File: src/rtl/uart_cmd_decoder.sv
// UART command front-end: deserialises 8N1 bytes into 32-bit words and decodes
// reset / program-mode commands, streaming other words into instruction memory.
module uart_cmd_decoder #(
    parameter int CLKS_PER_BIT = 434,
    parameter int ADDR_W       = 8,
    parameter int TIMEOUT_CLKS = 43400
) (
    input  logic              clk,
    input  logic              reset,
    input  logic              rx,
    output logic              cpu_reset_out,
    output logic              prog_mode_out,
    output logic              im_we,
    output logic [ADDR_W-1:0] im_addr,
    output logic [31:0]       im_wdata,
    output logic              word_valid,
    output logic              frame_err
);

    localparam int CNT_W = $clog2(CLKS_PER_BIT) + 1;
    localparam int TMO_W = $clog2(TIMEOUT_CLKS) + 1;

    localparam logic [CNT_W-1:0]  CNT_ONE  = CNT_W'(1);
    localparam logic [CNT_W-1:0]  HALF_M1  = CNT_W'(CLKS_PER_BIT / 2 - 1);
    localparam logic [CNT_W-1:0]  BIT_M1   = CNT_W'(CLKS_PER_BIT - 1);
    localparam logic [TMO_W-1:0]  TMO_ONE  = TMO_W'(1);
    localparam logic [TMO_W-1:0]  TMO_M1   = TMO_W'(TIMEOUT_CLKS - 1);
    localparam logic [ADDR_W-1:0] ADDR_ONE = ADDR_W'(1);

    localparam logic [1:0] ST_IDLE  = 2'd0;
    localparam logic [1:0] ST_START = 2'd1;
    localparam logic [1:0] ST_DATA  = 2'd2;
    localparam logic [1:0] ST_STOP  = 2'd3;

    localparam logic [31:0] CMD_RST1 = 32'h3154_5352;
    localparam logic [31:0] CMD_RST0 = 32'h3054_5352;
    localparam logic [31:0] CMD_IME1 = 32'h3145_4D49;
    localparam logic [31:0] CMD_IME0 = 32'h3045_4D49;

    logic              rx_meta_q, rx_sync_q;
    logic [1:0]        state_q, state_d;
    logic [CNT_W-1:0]  cnt_q, cnt_d;
    logic [2:0]        bit_idx_q, bit_idx_d;
    logic [7:0]        shift_q, shift_d;
    logic              byte_ok_s, stop_bad_s;
    logic [1:0]        idx_q, idx_d;
    logic [31:0]       word_q, word_d;
    logic [TMO_W-1:0]  tmo_q, tmo_d;
    logic              word_valid_q, word_valid_d;
    logic              frame_err_q, frame_err_d;
    logic              rst_hold_q, rst_hold_d;
    logic              prog_mode_q, prog_mode_d;
    logic              cpu_reset_q, cpu_reset_d;
    logic              im_we_q, im_we_d;
    logic [ADDR_W-1:0] im_addr_q, im_addr_d;
    logic [31:0]       im_wdata_q, im_wdata_d;

    // Two-flop synchroniser; idles high so reset does not look like a start bit.
    always_ff @(posedge clk or negedge reset) begin
        if (!reset) begin
            rx_meta_q <= 1'b1;
            rx_sync_q <= 1'b1;
        end else begin
            rx_meta_q <= rx;
            rx_sync_q <= rx_meta_q;
        end
    end

    // Receiver FSM: half-bit start check, then mid-bit sampling of data and stop.
    always_comb begin
        state_d    = state_q;
        cnt_d      = cnt_q;
        bit_idx_d  = bit_idx_q;
        shift_d    = shift_q;
        byte_ok_s  = 1'b0;
        stop_bad_s = 1'b0;
        case (state_q)
            ST_IDLE: begin
                cnt_d = '0;
                if (!rx_sync_q) state_d = ST_START;
                else            state_d = ST_IDLE;
            end
            ST_START: begin
                if (cnt_q == HALF_M1) begin
                    cnt_d     = '0;
                    bit_idx_d = 3'd0;
                    if (!rx_sync_q) state_d = ST_DATA;
                    else            state_d = ST_IDLE;
                end else begin
                    cnt_d = cnt_q + CNT_ONE;
                end
            end
            ST_DATA: begin
                if (cnt_q == BIT_M1) begin
                    cnt_d   = '0;
                    shift_d = {rx_sync_q, shift_q[7:1]};
                    if (bit_idx_q == 3'd7) state_d = ST_STOP;
                    else                   bit_idx_d = bit_idx_q + 3'd1;
                end else begin
                    cnt_d = cnt_q + CNT_ONE;
                end
            end
            ST_STOP: begin
                if (cnt_q == BIT_M1) begin
                    cnt_d   = '0;
                    state_d = ST_IDLE;
                    if (rx_sync_q) byte_ok_s  = 1'b1;
                    else           stop_bad_s = 1'b1;
                end else begin
                    cnt_d = cnt_q + CNT_ONE;
                end
            end
            default: begin
                state_d = ST_IDLE;
                cnt_d   = '0;
            end
        endcase
    end

    // Word assembly, LSB byte first, with idle timeout discarding partial words.
    always_comb begin
        idx_d        = idx_q;
        word_d       = word_q;
        tmo_d        = tmo_q;
        word_valid_d = 1'b0;
        frame_err_d  = stop_bad_s;
        if (stop_bad_s) begin
            idx_d = 2'd0;
            tmo_d = '0;
        end else if (byte_ok_s) begin
            word_d[{idx_q, 3'b000} +: 8] = shift_q;
            idx_d        = idx_q + 2'd1;
            word_valid_d = (idx_q == 2'd3);
            tmo_d        = '0;
        end else if (idx_q != 2'd0) begin
            if (tmo_q == TMO_M1) begin
                idx_d = 2'd0;
                tmo_d = '0;
            end else begin
                tmo_d = tmo_q + TMO_ONE;
            end
        end else begin
            tmo_d = '0;
        end
    end

    // Decode the completed word one cycle after assembly; commands are never written.
    always_comb begin
        rst_hold_d  = rst_hold_q;
        prog_mode_d = prog_mode_q;
        im_addr_d   = im_addr_q;
        im_wdata_d  = im_wdata_q;
        im_we_d     = 1'b0;
        if (im_we_q) begin
            im_addr_d = im_addr_q + ADDR_ONE;
        end else begin
            im_addr_d = im_addr_q;
        end
        if (word_valid_q) begin
            case (word_q)
                CMD_RST1: rst_hold_d = 1'b1;
                CMD_RST0: rst_hold_d = 1'b0;
                CMD_IME1: begin
                    prog_mode_d = 1'b1;
                    im_addr_d   = '0;
                end
                CMD_IME0: prog_mode_d = 1'b0;
                default: begin
                    if (prog_mode_q) begin
                        im_we_d    = 1'b1;
                        im_wdata_d = word_q;
                    end else begin
                        im_we_d = 1'b0;
                    end
                end
            endcase
        end else begin
            im_we_d = 1'b0;
        end
        cpu_reset_d = rst_hold_d | prog_mode_d;
    end

    // State registers for receiver, assembler and decoder.
    always_ff @(posedge clk or negedge reset) begin
        if (!reset) begin
            state_q      <= ST_IDLE;
            cnt_q        <= '0;
            bit_idx_q    <= 3'd0;
            shift_q      <= 8'h00;
            idx_q        <= 2'd0;
            word_q       <= 32'h0000_0000;
            tmo_q        <= '0;
            word_valid_q <= 1'b0;
            frame_err_q  <= 1'b0;
            rst_hold_q   <= 1'b0;
            prog_mode_q  <= 1'b0;
            cpu_reset_q  <= 1'b0;
            im_we_q      <= 1'b0;
            im_addr_q    <= '0;
            im_wdata_q   <= 32'h0000_0000;
        end else begin
            state_q      <= state_d;
            cnt_q        <= cnt_d;
            bit_idx_q    <= bit_idx_d;
            shift_q      <= shift_d;
            idx_q        <= idx_d;
            word_q       <= word_d;
            tmo_q        <= tmo_d;
            word_valid_q <= word_valid_d;
            frame_err_q  <= frame_err_d;
            rst_hold_q   <= rst_hold_d;
            prog_mode_q  <= prog_mode_d;
            cpu_reset_q  <= cpu_reset_d;
            im_we_q      <= im_we_d;
            im_addr_q    <= im_addr_d;
            im_wdata_q   <= im_wdata_d;
        end
    end

    assign cpu_reset_out = cpu_reset_q;
    assign prog_mode_out = prog_mode_q;
    assign im_we         = im_we_q;
    assign im_addr       = im_addr_q;
    assign im_wdata      = im_wdata_q;
    assign word_valid    = word_valid_q;
    assign frame_err     = frame_err_q;

endmodule

File: config.mk
export PLATFORM = sky130hd
export DESIGN_NAME = uart_cmd_decoder
export DESIGN_NICKNAME = d
export VERILOG_FILES = /design/src/rtl/uart_cmd_decoder.sv
export SDC_FILE = /design/constraint.sdc
export NUM_CORES = 1
export LEC_CHECK = 0
export CAP_MARGIN = 5
export CORE_MARGIN = 3
export CORE_UTILIZATION = 40
export DETAILED_ROUTE_END_ITERATION = 6
export PLACE_DENSITY = 0.55
export SLEW_MARGIN = 20
export SYNTH_ARGS = -nofsm -noshare
export SYNTH_HDL_FRONTEND = slang
export SYNTH_SLANG_ARGS = --single-unit
File: constraint.sdc
create_clock -name clk -period 3.5 [get_ports clk]
set_input_delay 0.875 -clock clk [delete_from_list [all_inputs] [get_ports clk]]
set_output_delay 0.875 -clock clk [all_outputs]
set_load 0.01 [all_outputs]
# Word level (Yosys, flattened, before mapping)
# Cells that the tools add are included.
[op_classes]
addsub = 6
multipliers = 0
div_mod_pow = 0
order_cmp = 0
n_eq_ne = 17
shift = 2
muxes = 41
n_bitwise = 3
reduce_logical = 13
[ops]
columns = ["op", "n"]
rows = [
  ["$eq 32x30->1 const B", 4],
  ["$mux 17", 4],
  ["$bwmux 32", 1],
  ["$shift 8x7->32 const A", 1],
  ["$shiftx 8x7->32", 1],
  ["$pmux 10 s3", 1],
  ["$mux 8", 3],
  ["$mux 10", 2],
  ["$mux 2", 9],
  ["$add 17x1->17 const B", 1],
  ["$eq 17x16->1 const B", 1],
  ["$mux 1", 14],
  ["$add 10x1->10 const B", 1],
  ["$eq 10x8->1 const B", 1],
  ["$eq 10x9->1 const B", 1],
  ["$ne 2x2->1 const B", 5],
  ["$mux 3", 3],
  ["$add 8x1->8 const B", 1],
  ["$pmux 2 s4", 1],
  ["$reduce_and 4->1", 2],
  ["$neg 5->7", 1],
  ["$eq 2x2->1 const B", 3],
  ["$pmux 3 s2", 1],
  ["$reduce_and 2->1", 3],
  ["13 further kinds", 17],
]
[word_totals]
ff_bits = 122
latch_bits = 0
ram_bits = 0
rom_bits = 0
input_bits = 3
elab_cells = 99
mem_count = 0

# Depth between registers and ports, before layout
[logic_depth]
word_depth = 5
ltp_mapped = 9

# Worst setup path before layout
# No wires, ideal clock.
[synth_timing]
path_kind = "flip-flop to flip-flop"
from = "register word_q[25]"
to = "register im_wdata_q[10], in the netlist im_wdata[10]"
setup_ps = 125
t_arrival_ps = 1758
t_required_ps = 3375
setup_slack_ps = 1617
stages_incl_launch_ff = 6
n_path_buf = 1
path_cell_list = "dfrtp_1 or4b_4 nor3_4 a31oi_4 buf_6 mux2_4"
[synth_between]
elab_chain_len = 4
word_cells_on_any_way = 7
[synth_lines]
columns = ["item", "line", "source"]
rows = [
  ["start, declared", "47", "logic [31:0] word_q, word_d;"],
  ["start signal, assigned", "207", "word_q <= word_d;"],
  ["$eq 32x30->1", "160", "case (word_q)"],
  ["$reduce_or 4->1 (no source line) *", "n/a", ""],
  ["$not 1->1 (no source line) *", "n/a", ""],
  ["$reduce_and 3->1 (no source line) *", "n/a", ""],
  ["end signal, assigned", "216", "im_wdata_q <= im_wdata_d;"],
  ["end, declared", "56", "logic [31:0] im_wdata_q, im_wdata_d;"],
]
# Every way passes the cells marked *; elsewhere a longest branch is shown, timed or not.
# A chain may end at the register's enable or synchronous reset.

# Worst setup path after layout
[layout_timing]
from = "register word_q[3]"
to = "register im_wdata_q[2], in the netlist im_wdata[2]"
# Same word-level chain as after synthesis.

==> parameters.txt <==
Parameter                              Value

Status
  Run status ... finished, final reports clean

Routing
  Antenna Violating Nets Remaining ... 0
  Wire length per cell after detailed routing ... 14.5 µm
  Iter 0 DRT Violations ... 218
  Detailed-routing iteration count for the pre-antenna-repair pass ... 4
  Vias per Instance ... 4.92
  Drt total wl ... 10400 µm
  Number of design rule violations left after detail routing ... 0
  Routed vias ... approximately 3500

Critical path
  Library cell contributing the largest single delay on the critical path ... a31oi_4
  CP peak stage delay ... 490 ps
  Crit path buf inv count ... 1
  Crit. End Element ... register
  Largest driver fanout on the critical path ... 23
  Crit-path leading delay family ... simple AND/OR/NAND/NOR gates
  Crit Path Class ... register to register
  Arrival @ worst endpoint ... 2810 ps
  Launching element type of the critical path ... register
  Crit-path cells ... nor4bb_1 > nand4b_1 > nand2_1 > a31oi_4 > buf_4 > mux2_2
  Required time at the endpoint of the critical path ... 3790 ps

Global route
  Global router's overall resource usage ... 15.2%
  Aggregate global routing overflow ... 0
  Antenna violations before repair ... 0
  Wire length of the first global-routing pass ... 17600 µm
  Number of global-route vias before repair ... 3479
  Maximum number of pins on one net before global-route repair ... 70

Synthesis
  Seq cells post-synth ... 122
  Gate count after technology mapping ... 478
  Ys async rst share ... 100%
  Unique masters post-synth ... 49
  Warnings from Yosys ... 0
  Syn Std Cell Area ... 5460 µm²
  Post-synthesis average cell area ... 11.4 µm²
  Post-synthesis net count ... around 500
  Top_reg_cell synth ... dfrtp_1
  Number of enable-type register cells in the synthesized netlist ... 0
  Seq/Total Area, Yosys ... 56.0%

Pwr
  Power density normalized to cell area ... ~450 nW/µm²
  IR drop worst, VDD ... 278 µV
  Final Total Pwr ... about 3 mW
  Leakage ... 2.89 nW

Timing
  Final Hold Vio Count ... 0
  Setup violation total in the final timing report ... 0
  Sum of negative setup slack ... 0 ps
  Worst slew margin ... 39.6%
  Minimum clock period after layout ... 2510 ps
  RSZ-0062 raised after global routing ... no
  Transition time at the pin with the least slew margin ... around 900 ps
  Final worst-path cycle share ... approximately 72%
  Max Transition Viols Final ... 0
  Max Clock Skew ... between 7 and 8 ps
  Maximum frequency from static timing analysis ... 0.398 GHz

Layout
  Antenna diode count ... 0
  # nets final ... 545
  Ratio of cells with drive above 1 in the final layout ... approximately 14%
  Leading cell type in the layout, fill and taps excluded ... dfrtp_1
  Signed area change from the synthesized netlist to the final layout ... 20.8%
  Utilization after layout ... 49.6%
  Highest-count cells in the layout ignoring fill and taps ... 120 x dfrtp_1, 83 x nand2_1, 46 x clkdlybuf4s50_1
  Finished Layout Cells ... 715

Hold path
  Path category of the worst min-delay check ... register to register

Clocking
  Number of buffers inserted by hold repair at cts ... 0
  Root buf cell ... clkbuf_16
  CTS clock-pin slew for the worst setup and hold paths ... 50 ps
  TritonCTS clock tree ... yes
  Clock latency reported for the late side of the worst-skew pair ... 410 ps
  Number of H-tree levels ... 4
  Count of buffers added by post-CTS timing repair for setup ... 0
  CTS buffer count ... 17
  Number of buffers between clock root and the deepest sink ... 2
  Post-cts sizing count ... 0
  Clock sink total ... ~120

Place
  Quantity of I/O buffers inserted on ports ... 47
  Half-perimeter wire length of the detailed placement result ... 7060 µm
  Number of placed instances with taps included ... 687
  Global placement routability congestion ... 0.781

Floorplan
  Standard-cell row count ... 42
  Number of I/O pins ... 48
  Standard cell core area ... 13300 µm²
  Initial cell density of the core ... 41.1%
  Die span in y ... between 100 and 150 µm
  Chip Width ... 123 µm
  DIE AREA ... 15100 µm²

Flow run
  Maximum Capacitance Violations ... 0
[synthesized netlist by cell type (all sizes together), types with 2 or more instances]
cell type,count,area share [%]
buf,12,1.6
and4,4,0.64
xnor2,10,1.6
clkbuf,4,0.27
o21ai,37,3.4
mux2,40,10
xor2,21,3.4
inv,7,0.48
nor2,43,3.0
mux2i,3,0.55
dfstp,2,0.96
nor3,6,0.96
a31oi,2,0.50
nor4bb,6,1.1
or4b,2,0.44
nand3,20,1.8
nand4,8,0.92
nand4b,2,0.32
and3,9,1.1
ha,12,2.7
nor2b,4,0.46
dfrtp,120,55
nand2,83,5.7
a21oi,2,0.18
nor4,2,0.23
nor4b,3,0.48
[worst register-to-register path, cell delays in order, from the launching register on]
cell	delay [ps]
dfrtp_1	400
nor4bb_1	150
nand4b_1	290
nand2_1	180
a31oi_4	490
buf_4	480
mux2_2	410
[where the power goes]
group | switching (mW) | internal (mW)
combinational | 0.0275 | 0.00452
sequential | 0.00164 | 1.42
clock | 0.559 | 0.977
[layout make-up]
class                           count  area [µm²]
Fill cell                        1199        6700
Multi-Input combinational cell    333        2280
Clock inverter                      3        15.0
Tap cell                          176         220
Timing Repair Buffer               49         495
Clock buffer                       25         505
Inverter                            7        26.3
Sequential cell                   122        3060
[worst paths after layout]
path / slack (ps) / depth (start not counted) / start / end
setup / recovery: 990 / 6 / word_q[3] / im_wdata[2]
hold / removal: 350 / 0 / rx_meta_q / rx_sync_q
setup reg to reg: 990 / 6 / word_q[3] / im_wdata[2]
hold reg to reg: 350 / 0 / rx_meta_q / rx_sync_q
max in group asynchronous: 2190 / 2 / reset / tmo_q[6]
min in group asynchronous: 510 / 1 / reset / im_addr[3]
[flip-flops by register name, indices dropped and copies added, names as in the netlist, 2 cells and up, named ones only]
signal / cells
shift_q: 8
bit_idx_q: 3
im_wdata: 32
im_addr: 8
cnt_q: 10
word_q: 32
idx_q: 2
tmo_q: 17
[routing by layer]
layer / GRT usage [%] / routed length, µm / up-vias
li1: - / - / 1756
met2: 23.6 / 4900 / 52
met3: 5.53 / 369 / 9
met4: 4.62 / 97 / 0
met1: 20.0 / 5000 / 1699
met5: 0 / 0 / -
[cells by family (layout without fill, tap and decap cells)]
logic type,count (synthesis),after routing,share of synthesized area (%)
adders and majority gates,12,12,2.75
muxes,43,43,10.8
DFF,122,122,56.0
buffers and inverters,23,84,2.31
and+or+nand+nor,197,197,17.8
xor gates and xnor gates,31,31,4.97
AOI/OAI and AO/OA,50,50,5.41
[metrics by stage]
step	instance area (µm²)	setup slack [ps]	hold slack, ps
floorplan	5460	1620	345
global route	6600	855	363
CTS	6600	988	354
global placement	6080	1040	346
detailed placement	6080	1010	347
finish	6600	985	353
No activity file was read; power rests on OpenSTA's default activity.
==> RTL change 1 (same settings) <==
Change the parameter `ADDR_W` from 8 to 7.
--- a/src/rtl/uart_cmd_decoder.sv
+++ b/src/rtl/uart_cmd_decoder.sv
@@ -2,7 +2,7 @@
 // reset / program-mode commands, streaming other words into instruction memory.
 module uart_cmd_decoder #(
     parameter int CLKS_PER_BIT = 434,
-    parameter int ADDR_W       = 8,
+    parameter int ADDR_W       = 7,
     parameter int TIMEOUT_CLKS = 43400
 ) (
     input  logic              clk,
Interface: changed (resized im_addr); port bits go from 48 to 47. The function was not compared with the original's and may differ.
==> RTL change 1 against the unedited design <==
Power grew 7.6%. Synthesized area decreased by 0.87%. Sequential cell count fell by 1. Combinational power barely moved. Largest cell class unchanged. Global-route usage fell by 0.12 points. Worst setup slack improved by 0.048 ns. Wire length about the same. Final area is 1.0% higher.
==> RTL change 1: results (changes against the unedited design) <==
<table>
<tr><th>Metric</th><th>Value</th></tr>
<tr><th colspan="2">Status</th></tr>
<tr><td>Outcome</td><td>complete, no violations (unchanged)</td></tr>
<tr><th colspan="2">Placement</th></tr>
<tr><td>Detail Placement HPWL</td><td>7.085 mm (was 7.056 mm)</td></tr>
<tr><th colspan="2">Timing</th></tr>
<tr><td>Worst clock skew</td><td>0.01138 ns (was 0.007756 ns)</td></tr>
<tr><th colspan="2">Synth</th></tr>
<tr><td>Synth unique cells</td><td>47 (was 49)</td></tr>
<tr><td>Number of nets produced by synthesis</td><td>494 (was 493)</td></tr>
<tr><td>Seq/Total Area, Yosys</td><td>0.5599 (was 0.5596)</td></tr>
<tr><td>Mean post-synth cell area</td><td>11.30 um^2 (was 11.42 um^2)</td></tr>
<tr><td>Top cells by area, synth</td><td>sky130_fd_sc_hd__dfrtp_1 55%, sky130_fd_sc_hd__mux2_4 8.0%, sky130_fd_sc_hd__nand2_1 5.5% (was sky130_fd_sc_hd__dfrtp_1 55%, sky130_fd_sc_hd__mux2_4 8.0%, sky130_fd_sc_hd__nand2_1 5.7%)</td></tr>
<tr><th colspan="2">Finish</th></tr>
<tr><td>Filler cells</td><td>1183 (was 1199)</td></tr>
<tr><td>Fraction of final layout cells sized beyond drive strength 1</td><td>0.1538 (was 0.1429)</td></tr>
<tr><td>Number of nets at the end of the flow</td><td>548 (was 545)</td></tr>
<tr><th colspan="2">Critical path</th></tr>
<tr><td>Setup slack of the most critical reg-to-reg path</td><td>1.03 ns (was 0.99 ns)</td></tr>
<tr><td>Crit path largest cell delay</td><td>0.51 ns (was 0.49 ns)</td></tr>
<tr><th colspan="2">Min path</th></tr>
<tr><td>Type of the tightest min-delay check</td><td>primary input to asynchronous set/reset pin (was flip-flop to flip-flop)</td></tr>
<tr><th colspan="2">Pwr</th></tr>
<tr><td>Leakage component of the power</td><td>0.002836 uW (was 0.002889 uW)</td></tr>
<tr><td>Worst-case vdd ir drop</td><td>0.2875 mV (was 0.2779 mV)</td></tr>
<tr><th colspan="2">Global routing</th></tr>
<tr><td>Maximum number of pins on one net before global-route repair</td><td>75 (was 70)</td></tr>
<tr><td>Total global-route track usage</td><td>0.1510 (was 0.1521)</td></tr>
<tr><td>Wire length of the first global-routing pass</td><td>17.48 mm (was 17.55 mm)</td></tr>
<tr><th colspan="2">Routing</th></tr>
<tr><td>Starting DRC count in detailed routing</td><td>220 (was 218)</td></tr>
</table>
[RTL change 1: cell types whose count changed in the layout (fill, tap and decap cells not counted), sizes merged, moves of 4 or more]
cell,delta
clkbuf,-7
xor2,-7
xnor2,+6
and3,-5
nor3,+5
clkinvlp,+4
[RTL change 1: power by group]
group          switching, uW  internal (uW)
Clock                    636           1140
Combinational           27.0           5.04
Sequential              2.04           1400
[RTL change 1: logic make-up after synthesis]
logic type / synth area share
buf+inv: 0.02196
compound gates: 0.05063
simple gates: 0.1824
flops: 0.5599
mux: 0.1089
xor+xnor: 0.04854
fa+ha+maj: 0.02774
[RTL change 1: how the worst max path moves through the flow]
stage | cells after the start | endpoint | slack, ns
after detailed placement | 6 | im_wdata[2] | 1.02
after global placement | 6 | im_wdata[1] | 1.06
after floorplan | 5 | im_wdata[10] | 1.60
after CTS | 6 | im_wdata[2] | 0.99
final | 6 | im_wdata[2] | 1.03
after global routing | 6 | im_wdata[2] | 0.88
[RTL change 1: layer usage]
| layer | global-route usage | wire length (um) | up-vias |
|---|---|---|---|
| met4 | 0.05528 | 46 | 0 |
| met2 | 0.2343 | 5120 | 43 |
| met1 | 0.2043 | 4887 | 1694 |
| met5 | 0 | 0 | - |
| li1 | - | - | 1757 |
| met3 | 0.04009 | 304 | 2 |
[RTL change 1: cell type report]
class                      count  area (um^2)  share of cell area
clock inverter                14        173.9             0.02609
timing repair buffer          50        500.5             0.07509
clock buffer                  18        439.2             0.06589
inverter                       9        33.78            0.005069
multi-input combinational    334         2272              0.3409
sequential                   121         3030              0.4547
tap                          172        215.2             0.03229
[RTL change 1: metrics by stage]
stage,utilization,total power [uW]
4_1_cts,0.5156,3261
3_3_place_gp,0.4682,1463
6_report,0.5156,3213
2_1_floorplan,-,1429
3_5_place_dp,0.4682,1463
5_1_grt,0.5156,3326
==> RTL change 2 (same flow settings) <==
Made on the original files. Compare `cnt_q` against `BIT_M1` with >= in place of ==.
--- a/src/rtl/uart_cmd_decoder.sv
+++ b/src/rtl/uart_cmd_decoder.sv
@@ -101,7 +101,7 @@
                 end
             end
             ST_STOP: begin
-                if (cnt_q == BIT_M1) begin
+                if (cnt_q >= BIT_M1) begin
                     cnt_d   = '0;
                     state_d = ST_IDLE;
                     if (rx_sync_q) byte_ok_s  = 1'b1;
Function: same outputs for any inputs over 10 cycles, from zero or initial values and one cycle with reset low; that may be too few to reach the edited logic, so the function may still have changed.
==> RTL change 2 against the unedited design <==
Synthesized area is 19% higher. Worst hold slack better by 0.0033 ns. First-iteration DRC count is 140% higher. Fmax is 0.98% higher. Die area is 18% higher. Wire length is 55% higher. Final area is 18% higher. Worst setup slack better by 0.024 ns. Global-route usage is 3.5 points higher. Sequential cell count stayed put. Power is 9.1% higher. Critical path type unchanged. Critical endpoint is now word_q[30]. Largest power group unchanged. Highest routed layer unchanged.
==> RTL change 2: results (changes against the unedited design) <==
<table>
<tr><th>Metric</th><th>Value</th></tr>
<tr><th colspan="2">Finish</th></tr>
<tr><td>Number of nets at the end of the flow</td><td>717 (was 545)</td></tr>
<tr><th colspan="2">Routing</th></tr>
<tr><td>Total Routed Length</td><td>16.10 mm (was 10.36 mm)</td></tr>
<tr><td>Via-to-Cell Ratio</td><td>5.589 (was 4.917)</td></tr>
<tr><td>Number of search-and-repair iterations in the first detailed-routing pass</td><td>5 (was 4)</td></tr>
<tr><th colspan="2">Placement</th></tr>
<tr><td>Final weighted congestion of routability-driven global placement</td><td>0.8686 (was 0.7814)</td></tr>
<tr><th colspan="2">Pwr</th></tr>
<tr><td>Worst-case vdd ir drop</td><td>0.3804 mV (was 0.2779 mV)</td></tr>
<tr><td>Internal cell power</td><td>2610 uW (was 2397 uW)</td></tr>
<tr><th colspan="2">Synth</th></tr>
<tr><td>Synth unique cells</td><td>57 (was 49)</td></tr>
<tr><td>Seq/Total Area, Yosys</td><td>0.4713 (was 0.5596)</td></tr>
<tr><td>Top cells by area, synth</td><td>sky130_fd_sc_hd__dfrtp_1 46%, sky130_fd_sc_hd__mux2i_1 5.9%, sky130_fd_sc_hd__nand2_1 4.7% (was sky130_fd_sc_hd__dfrtp_1 55%, sky130_fd_sc_hd__mux2_4 8.0%, sky130_fd_sc_hd__nand2_1 5.7%)</td></tr>
<tr><td>Number of nets produced by synthesis</td><td>675 (was 493)</td></tr>
<tr><th colspan="2">Global routing</th></tr>
<tr><td>Total global-route track usage</td><td>0.1873 (was 0.1521)</td></tr>
<tr><td>Maximum number of pins on one net before global-route repair</td><td>60 (was 70)</td></tr>
<tr><th colspan="2">Timing</th></tr>
<tr><td>Worst clock skew</td><td>0.01416 ns (was 0.007756 ns)</td></tr>
<tr><th colspan="2">Critical path</th></tr>
<tr><td>R2R Path End</td><td>word_q[30] (was im_wdata[2])</td></tr>
<tr><td>Setup slack of the most critical reg-to-reg path</td><td>1.01 ns (was 0.99 ns)</td></tr>
<tr><td>Critical register-to-register path startpoint</td><td>cnt_q[0] (was word_q[3])</td></tr>
<tr><td>Maximum fanout along the worst path</td><td>9 (was 23)</td></tr>
<tr><td>Crit path largest cell delay</td><td>0.82 ns (was 0.49 ns)</td></tr>
<tr><th colspan="2">Status</th></tr>
<tr><td>Outcome</td><td>complete, no violations (unchanged)</td></tr>
</table>
## RTL change 2: cell count changes after synthesis, moves of 27 or more
cell | unedited run | this run
sky130_fd_sc_hd__a21oi_1 | 2 | 29
sky130_fd_sc_hd__o211ai_1 | 0 | 32
sky130_fd_sc_hd__mux2_4 | 29 | 0
sky130_fd_sc_hd__inv_1 | 7 | 42
sky130_fd_sc_hd__o21ai_0 | 37 | 1
sky130_fd_sc_hd__mux2i_1 | 3 | 38
## RTL change 2: metal layers
layer,vias up,GRT usage,share of wire
li1,2475,-,-
met1,2557,0.2513,0.47
met2,128,0.2994,0.47
met3,15,0.04645,0.045
met4,0,0.06000,0.013
met5,-,0,0
## RTL change 2: how the worst max path moves through the flow
| stage | from | end | slack [ns] |
|---|---|---|---|
| after floorplan | cnt_q[0] | word_q[0] | 1.58 |
| after global placement | cnt_q[0] | word_q[24] | 1.16 |
| after detailed placement | cnt_q[0] | word_q[30] | 1.04 |
| after CTS | cnt_q[0] | word_q[30] | 0.99 |
| after global routing | cnt_q[0] | word_q[30] | 0.81 |
| final | cnt_q[0] | word_q[30] | 1.01 |
## RTL change 2: stage by stage
step                cell area [um^2]  hold slack, ns  setup slack (ns)  utilization  std cells
floorplan                       6482          0.3452             1.580            -        660
finish                          7782          0.3566             1.009       0.5008        926
detailed placement              7173          0.3500             1.044       0.4616        894
CTS                             7782          0.3577            0.9869       0.5008        926
global placement                7173          0.3466             1.157       0.4616        894
global route                    7782          0.3653            0.8122       0.5008        926
## RTL change 2: cell families (layout without fill, tap and decap cells)
logic type                 after synthesis  count (layout)  synth area share
and+or+nand+nor                        246             246            0.1942
DFF                                    122             122            0.4713
AOI/OAI and AO/OA                      121             121            0.1442
buffers and inverters                   83             138           0.05404
muxes                                   46              46           0.07257
xor gates and xnor gates                30              30           0.04053
adders and majority gates               12              12           0.02316
## RTL change 2: layout make-up
class	instances	area, um^2
clock buffer	24	491.7
fill	1433	7757
clock inverter	8	117.6
inverter	42	157.7
tap	211	264.0
multi-input combinational	455	3088
timing repair buffer	64	608.1
sequential	122	3055
## RTL change 2: power by group through the flow
| stage | clock [uW] | combinational, uW | sequential [uW] |
|---|---|---|---|
| finish | 1810 | 34.6 | 1420 |
| floorplan | 0 | 2.47 | 1440 |
| CTS | 1840 | 37.7 | 1420 |
| detailed placement | 0 | 37.6 | 1440 |
| global route | 1910 | 41.3 | 1410 |
| global placement | 0 | 36.6 | 1440 |
